==> src/rtl/multicycle_pkg.sv <==
// multicycle_pkg: opcodes, FSM states and datapath select encodings shared by the
// multicycle controller, alu_dec and the datapath.
package multicycle_pkg;
  localparam logic [5:0] OP_RTYPE = 6'b000000;
  localparam logic [5:0] OP_LW    = 6'b100011;
  localparam logic [5:0] OP_SW    = 6'b101011;
  localparam logic [5:0] OP_BEQ   = 6'b000100;
  localparam logic [5:0] OP_BNE   = 6'b000101;
  localparam logic [5:0] OP_ADDI  = 6'b001000;
  localparam logic [5:0] OP_J     = 6'b000010;
  typedef enum logic [3:0] {
    FETCH, DECODE, MEMADR, MEMRD, MEMWB, MEMWR,
    EXECUTE, ALUWB, BRANCH, ADDIEX, ADDIWB, JUMP
  } state_e;
  localparam logic [1:0] ALU_ADD    = 2'b00;
  localparam logic [1:0] ALU_SUB    = 2'b01;
  localparam logic [1:0] ALU_FUNCT  = 2'b10;
  localparam logic [1:0] PC_ALU     = 2'b00;
  localparam logic [1:0] PC_ALUOUT  = 2'b01;
  localparam logic [1:0] PC_JUMP    = 2'b10;
  localparam logic [1:0] SRCB_REG   = 2'b00;
  localparam logic [1:0] SRCB_FOUR  = 2'b01;
  localparam logic [1:0] SRCB_IMM   = 2'b10;
  localparam logic [1:0] SRCB_IMMSH = 2'b11;
endpackage

==> src/rtl/retire_counter.sv <==
// retire_counter: wrapping count of retired instructions, async active-low reset.
module retire_counter #(
  parameter int W = 32
) (
  input  logic         clk,
  input  logic         rst_n,
  input  logic         inc,
  output logic [W-1:0] count
);
  always_ff @(posedge clk or negedge rst_n)
    if (!rst_n) count <= '0;
    else if (inc) count <= count + 1'b1;
endmodule

==> src/rtl/multicycle_controller.sv <==
// multicycle_controller: Moore FSM sequencing the multicycle MIPS datapath.
// Define MULTICYCLE_CTRL_BNE_EN to accept bne (000101) as a branch.
module multicycle_controller
  import multicycle_pkg::*;
#(
  parameter int OP_W    = 6,
  parameter int RET_W   = 32,
  parameter int STATE_W = 4
) (
  input  logic               clk_i,
  input  logic               rst_ni,
  input  logic [OP_W-1:0]    op_i6,
  input  logic               zero_i,
  input  logic               mem_ready_i,
  output logic               mem_req_o,
  output logic               iord_o,
  output logic               enable_wmem_o,
  output logic               ir_write_o,
  output logic               alu_wreg_o,
  output logic               reg_dst_rtrd_o,
  output logic               enable_wreg_o,
  output logic               alu_src_a_o,
  output logic [1:0]         alu_src_b_o2,
  output logic [1:0]         alu_op_o2,
  output logic [1:0]         pc_src_o2,
  output logic               pc_write_en_o,
  output logic               illegal_op_o,
  output logic [RET_W-1:0]   instr_retired_o,
  output logic [STATE_W-1:0] state_o
);
`ifdef MULTICYCLE_CTRL_BNE_EN
  localparam logic BNE_EN = 1'b1;
`else
  localparam logic BNE_EN = 1'b0;
`endif
  state_e state, next;
  logic mem_req, wmem, ir, wreg, pc_write, branch, illegal, retire, taken;
  always_ff @(posedge clk_i or negedge rst_ni)
    if (!rst_ni) state <= FETCH;
    else state <= next;
  // bne inverts the sense of the zero flag; the IR is stable through BRANCH
  assign taken = (BNE_EN && op_i6 == OP_BNE) ? ~zero_i : zero_i;
  always_comb begin
    next = FETCH;
    mem_req = 1'b0;
    iord_o = 1'b0;
    wmem = 1'b0;
    ir = 1'b0;
    alu_wreg_o = 1'b0;
    reg_dst_rtrd_o = 1'b0;
    wreg = 1'b0;
    alu_src_a_o = 1'b0;
    alu_src_b_o2 = SRCB_REG;
    alu_op_o2 = ALU_ADD;
    pc_src_o2 = PC_ALU;
    pc_write = 1'b0;
    branch = 1'b0;
    illegal = 1'b0;
    retire = 1'b0;
    case (state)
      FETCH: begin
        mem_req = 1'b1;
        alu_src_b_o2 = SRCB_FOUR;
        ir = mem_ready_i;
        pc_write = mem_ready_i;
        next = mem_ready_i ? DECODE : FETCH;
      end
      DECODE: begin
        alu_src_b_o2 = SRCB_IMMSH;
        case (op_i6)
          OP_LW, OP_SW: next = MEMADR;
          OP_RTYPE:     next = EXECUTE;
          OP_BEQ:       next = BRANCH;
          OP_BNE: begin
            next = BNE_EN ? BRANCH : FETCH;
            illegal = !BNE_EN;
          end
          OP_ADDI:      next = ADDIEX;
          OP_J:         next = JUMP;
          default:      illegal = 1'b1;
        endcase
      end
      MEMADR: begin
        alu_src_a_o = 1'b1;
        alu_src_b_o2 = SRCB_IMM;
        next = (op_i6 == OP_LW) ? MEMRD : MEMWR;
      end
      MEMRD: begin
        mem_req = 1'b1;
        iord_o = 1'b1;
        next = mem_ready_i ? MEMWB : MEMRD;
      end
      MEMWB: begin
        wreg = 1'b1;
        alu_wreg_o = 1'b1;
        retire = 1'b1;
      end
      MEMWR: begin
        mem_req = 1'b1;
        iord_o = 1'b1;
        wmem = mem_ready_i;
        retire = mem_ready_i;
        next = mem_ready_i ? FETCH : MEMWR;
      end
      EXECUTE: begin
        alu_src_a_o = 1'b1;
        alu_op_o2 = ALU_FUNCT;
        next = ALUWB;
      end
      ALUWB: begin
        wreg = 1'b1;
        reg_dst_rtrd_o = 1'b1;
        retire = 1'b1;
      end
      BRANCH: begin
        alu_src_a_o = 1'b1;
        alu_op_o2 = ALU_SUB;
        pc_src_o2 = PC_ALUOUT;
        branch = 1'b1;
        retire = 1'b1;
      end
      ADDIEX: begin
        alu_src_a_o = 1'b1;
        alu_src_b_o2 = SRCB_IMM;
        next = ADDIWB;
      end
      ADDIWB: begin
        wreg = 1'b1;
        retire = 1'b1;
      end
      JUMP: begin
        pc_src_o2 = PC_JUMP;
        pc_write = 1'b1;
        retire = 1'b1;
      end
      default: next = FETCH;
    endcase
  end
  assign mem_req_o = mem_req & rst_ni;
  assign enable_wmem_o = wmem & rst_ni;
  assign ir_write_o = ir & rst_ni;
  assign enable_wreg_o = wreg & rst_ni;
  assign pc_write_en_o = (pc_write | (branch & taken)) & rst_ni;
  assign illegal_op_o = illegal & rst_ni;
  assign state_o = state;
  retire_counter #(.W(RET_W)) u_retire (
    .clk(clk_i),
    .rst_n(rst_ni),
    .inc(retire & rst_ni),
    .count(instr_retired_o)
  );
endmodule

==> config.mk <==
export PLATFORM = sky130hd
export DESIGN_NAME = multicycle_controller
export DESIGN_NICKNAME = d
export VERILOG_FILES = /design/src/rtl/multicycle_pkg.sv /design/src/rtl/retire_counter.sv /design/src/rtl/multicycle_controller.sv
export SDC_FILE = /design/constraint.sdc
export NUM_CORES = 1
export LEC_CHECK = 0
export CORE_MARGIN = 2
export CORE_UTILIZATION = 45
export CTS_CLUSTER_SIZE = 16
export DETAILED_ROUTE_END_ITERATION = 10
export PLACE_DENSITY = 0.74
export SLEW_MARGIN = 20
export SYNTH_ARGS = -nofsm -noshare
export SYNTH_HDL_FRONTEND = slang
export SYNTH_SLANG_ARGS = --single-unit
==> constraint.sdc <==
create_clock -name clk_i -period 2.3 [get_ports clk_i]
set_input_delay 0.46 -clock clk_i [delete_from_list [all_inputs] [get_ports clk_i]]
set_output_delay 0.46 -clock clk_i [all_outputs]
set_load 0.005 [all_outputs]
==> impl_metrics.env <==
export IMPL_cts_buffers=5
export IMPL_setup_viol=0
export IMPL_synth_top_area_share_pct=43.5
export IMPL_clock_sinks=36
export IMPL_yosys_register_bits=36
export IMPL_ys_seq_area_share_pct=43.5
export IMPL_cellPowerDensity_mw_per_mm2=623
export IMPL_clock_latency_ns=0.28
export IMPL_skew_ns=0.00340
export IMPL_cp_required_ns=1.84
export IMPL_synth_edf_count=0
export IMPL_synth_common_cells="dfrtp_1 (36), nor2_1 (22), xor2_1 (22), nand3_1 (15), nor3_1 (13)"
export IMPL_ys_warn_count=0
export IMPL_coreArea_mm2=0.00438
export IMPL_gr_total_overflow=0
export IMPL_cp_slowest_cell="clkdlybuf4s50_1"
export IMPL_grt_util_all_layers_pct=20.8
export IMPL_io_pins=62
export IMPL_routabilityCongestion=0.874
export IMPL_drive_above_1_share_pct=20.2
export IMPL_cts_tree="built"
export IMPL_drv_slew=0
export IMPL_slew_headroom_pct=76.5
export IMPL_n_antenna_cell=0
export IMPL_synthFlopType="dfrtp_1"
export IMPL_path_class="flip-flop to output port"
export IMPL_drc=0
export IMPL_nNetsFinal=317
export IMPL_max_stage_delay_ns=0.53
export IMPL_crit_path_start="state_o[1]"
export IMPL_fmax_ghz=0.435
export IMPL_syn_area_per_cell_um2=9.45
export IMPL_dieArea_mm2=0.00516
export IMPL_path_cells="buf_4, nand2b_1, nor3_1, clkdlybuf4s50_1"
export IMPL_chipWidth_um=71.8
export IMPL_areaGrowthSynthToFinish_pct=49.0
export IMPL_postRouteAntennaNets=0
export IMPL_placed_cells=346
export IMPL_drv_cap=0
export IMPL_wl_mm=5.18
export IMPL_rsz0062_at_grt="yes"
export IMPL_stdcell_area_mm2=0.00308
export IMPL_n_fill_cell=353
export IMPL_grt_pass1_vias=1851
export IMPL_antenna_found_initial=0
export IMPL_die_h_um=71.8
export IMPL_port_buffers=61
export IMPL_syn_area_mm2=0.00207
export IMPL_drt_iter0_markers=114
export IMPL_synth_cell_types=41
export IMPL_report_final_hold_viol_count=0
export IMPL_end_kind="output port"
export IMPL_p_leak_nw=1.40
export IMPL_clockBufferDepth=2
export IMPL_num_rows=24
export IMPL_htreeDepth=2
export IMPL_synthTopCellsByArea="dfrtp_1 (44%), xor2_1 (9.3%), xnor2_1 (5.1%)"
export IMPL_status="complete, no violations"
export IMPL_path_clk_slew_ns=0.07
export IMPL_cp_endpoint="enable_wmem_o"
export IMPL_synth_cells=219
export IMPL_synth_top_cell_by_area="dfrtp_1"
export IMPL_startpoint_type="flip-flop"
export IMPL_cts_root_buffer="clkbuf_8"
export IMPL_period_needed_ns=2.30
export IMPL_crit_arrival_ns=1.84
export IMPL_regToRegSetupSlack_ns=0.38
export IMPL_via_count=1955
export IMPL_route_detailed_wl_per_inst_um=14.4
export IMPL_min_period_over_period_pct=100
export IMPL_async_flop_share_pct=100
export IMPL_rr_startpoint="state_o[0]"
export IMPL_dpl_hpwl_mm=3.82
export IMPL_dr_pass1_iters=4
export IMPL_crit_fanout=5
export IMPL_stdcell_count=359
export IMPL_grt_max_degree=29
export IMPL_placedInstanceArea_mm2=0.00288
export IMPL_tightestPinTransition_ns=0.349
export IMPL_r2r_end="u_retire.count[19]"
export IMPL_viasPerCell=5.45
export IMPL_yosysMostFrequentCell="dfrtp_1"
export IMPL_grt_pass1_wl_mm=8.54
export IMPL_ir_drop_mv=0.414
export IMPL_synth_nets=230
export IMPL_r2r_cells=7
export IMPL_hold_path_class="input port to asynchronous set/reset pin"
export IMPL_start_util_pct=47.2
[power breakdown]
group	switching (mW)	total (mW)	internal [mW]	leakage (nW)
Combinational	0.307	0.700	0.393	0.884
Sequential	0.0794	0.759	0.680	0.466
Clock	0.217	0.461	0.244	0.0455
Total	0.603	1.92	1.32	1.40
[final cells by class]
cell class              instances  area, um2  area share [%]
inverters                       9       33.8            1.10
repair buffers                 90        842            27.3
well taps                      52       65.1            2.11
clock buffers                   8       90.1            2.92
multi-input cells             164       1150            37.2
flip-flops and latches         36        905            29.3
[worst max-delay path: cells and delay by family (launching register included)]
kind          cells  cell delay (ns)
flops             1             0.45
buf+inv           2             0.68
simple gates      2             0.42
[kinds of logic (layout without fill, tap and decap cells)]
kind of cell / Yosys count / count (layout) / share of synthesized area [%]
compound gates: 19 / 19 / 5.87
xor+xnor: 34 / 34 / 14.4
fa+ha+maj: 1 / 1 / 0.604
buf+inv: 19 / 107 / 4.05
flops: 36 / 36 / 43.5
mux: 3 / 3 / 1.51
simple gates: 107 / 107 / 30.0
[worst min-delay path by stage]
stage / to / slack, ns / cells after the start
final: state_o[0] / 0.17 / 2
after global routing: state_o[0] / 0.19 / 2
after CTS: u_retire.count[0] / 0.18 / 2
after detailed placement: state_o[3] / 0.29 / 1
after global placement: state_o[3] / 0.29 / 1
after floorplan: state_o[0] / 0.16 / 0
[metal layers]
layer	wire [um]	GRT usage [%]	vias to the layer above
met5	0	0	-
met4	59	6.29	0
met3	177	3.94	6
met2	2510	33.6	43
met1	2440	28.6	963
li1	-	-	943
[registers in the layout, indices dropped and copies added, names as in the netlist]
register	cells
state_o	4
u_retire.count	32
[stage by stage]
stage / hold WS [ns] / setup slack (ns) / utilization, % / power [mW] / setup TNS (ns)
floorplan: 0.164 / 0.521 / - / 1.03 / 0
global route: 0.194 / -0.0514 / 70.3 / 2.02 / -0.118
global placement: 0.288 / -0.342 / 65.8 / 1.39 / -0.348
finish: 0.174 / 0.000935 / 70.3 / 1.92 / 0
CTS: 0.179 / 0.000483 / 69.6 / 1.91 / 0
detailed placement: 0.288 / -0.355 / 65.8 / 1.39 / -0.355
[placed cells by master, fill, tap and decap left out, types with 2 or more instances in the layout]
master	synthesis	final
dlymetal6s2s_1	0	2
nor4_1	5	4
mux2i_1	2	2
xnor2_1	12	12
a21oi_1	6	6
clkbuf_8	0	6
nor4_4	1	2
inv_1	9	9
nor2_2	0	2
nor2_1	22	20
nand4_1	11	11
and4_1	4	4
or4_4	1	2
buf_4	1	25
nand3_1	15	15
and3_1	3	3
nand2b_4	0	2
nand2_1	12	12
xor2_1	22	22
or3_1	3	3
dfrtp_1	36	33
nor3_2	6	8
buf_6	1	2
clkdlybuf4s50_1	0	54
dlygate4sd2_1	0	3
nor3_1	13	11
o31ai_1	2	2
dfrtp_2	0	3
o21ai_0	4	4
clkbuf_1	6	2
[what timing repair did]
action                     in CTS  in global routing
cloned                          0                  0
hold buffers                    1                  0
setup buffers                   4                  0
pin swaps                       1                  2
resized for setup              18                 11
hold endpoints to repair        1                  0
setup endpoints to repair       8                  8
(Power assumes the default switching activity.)
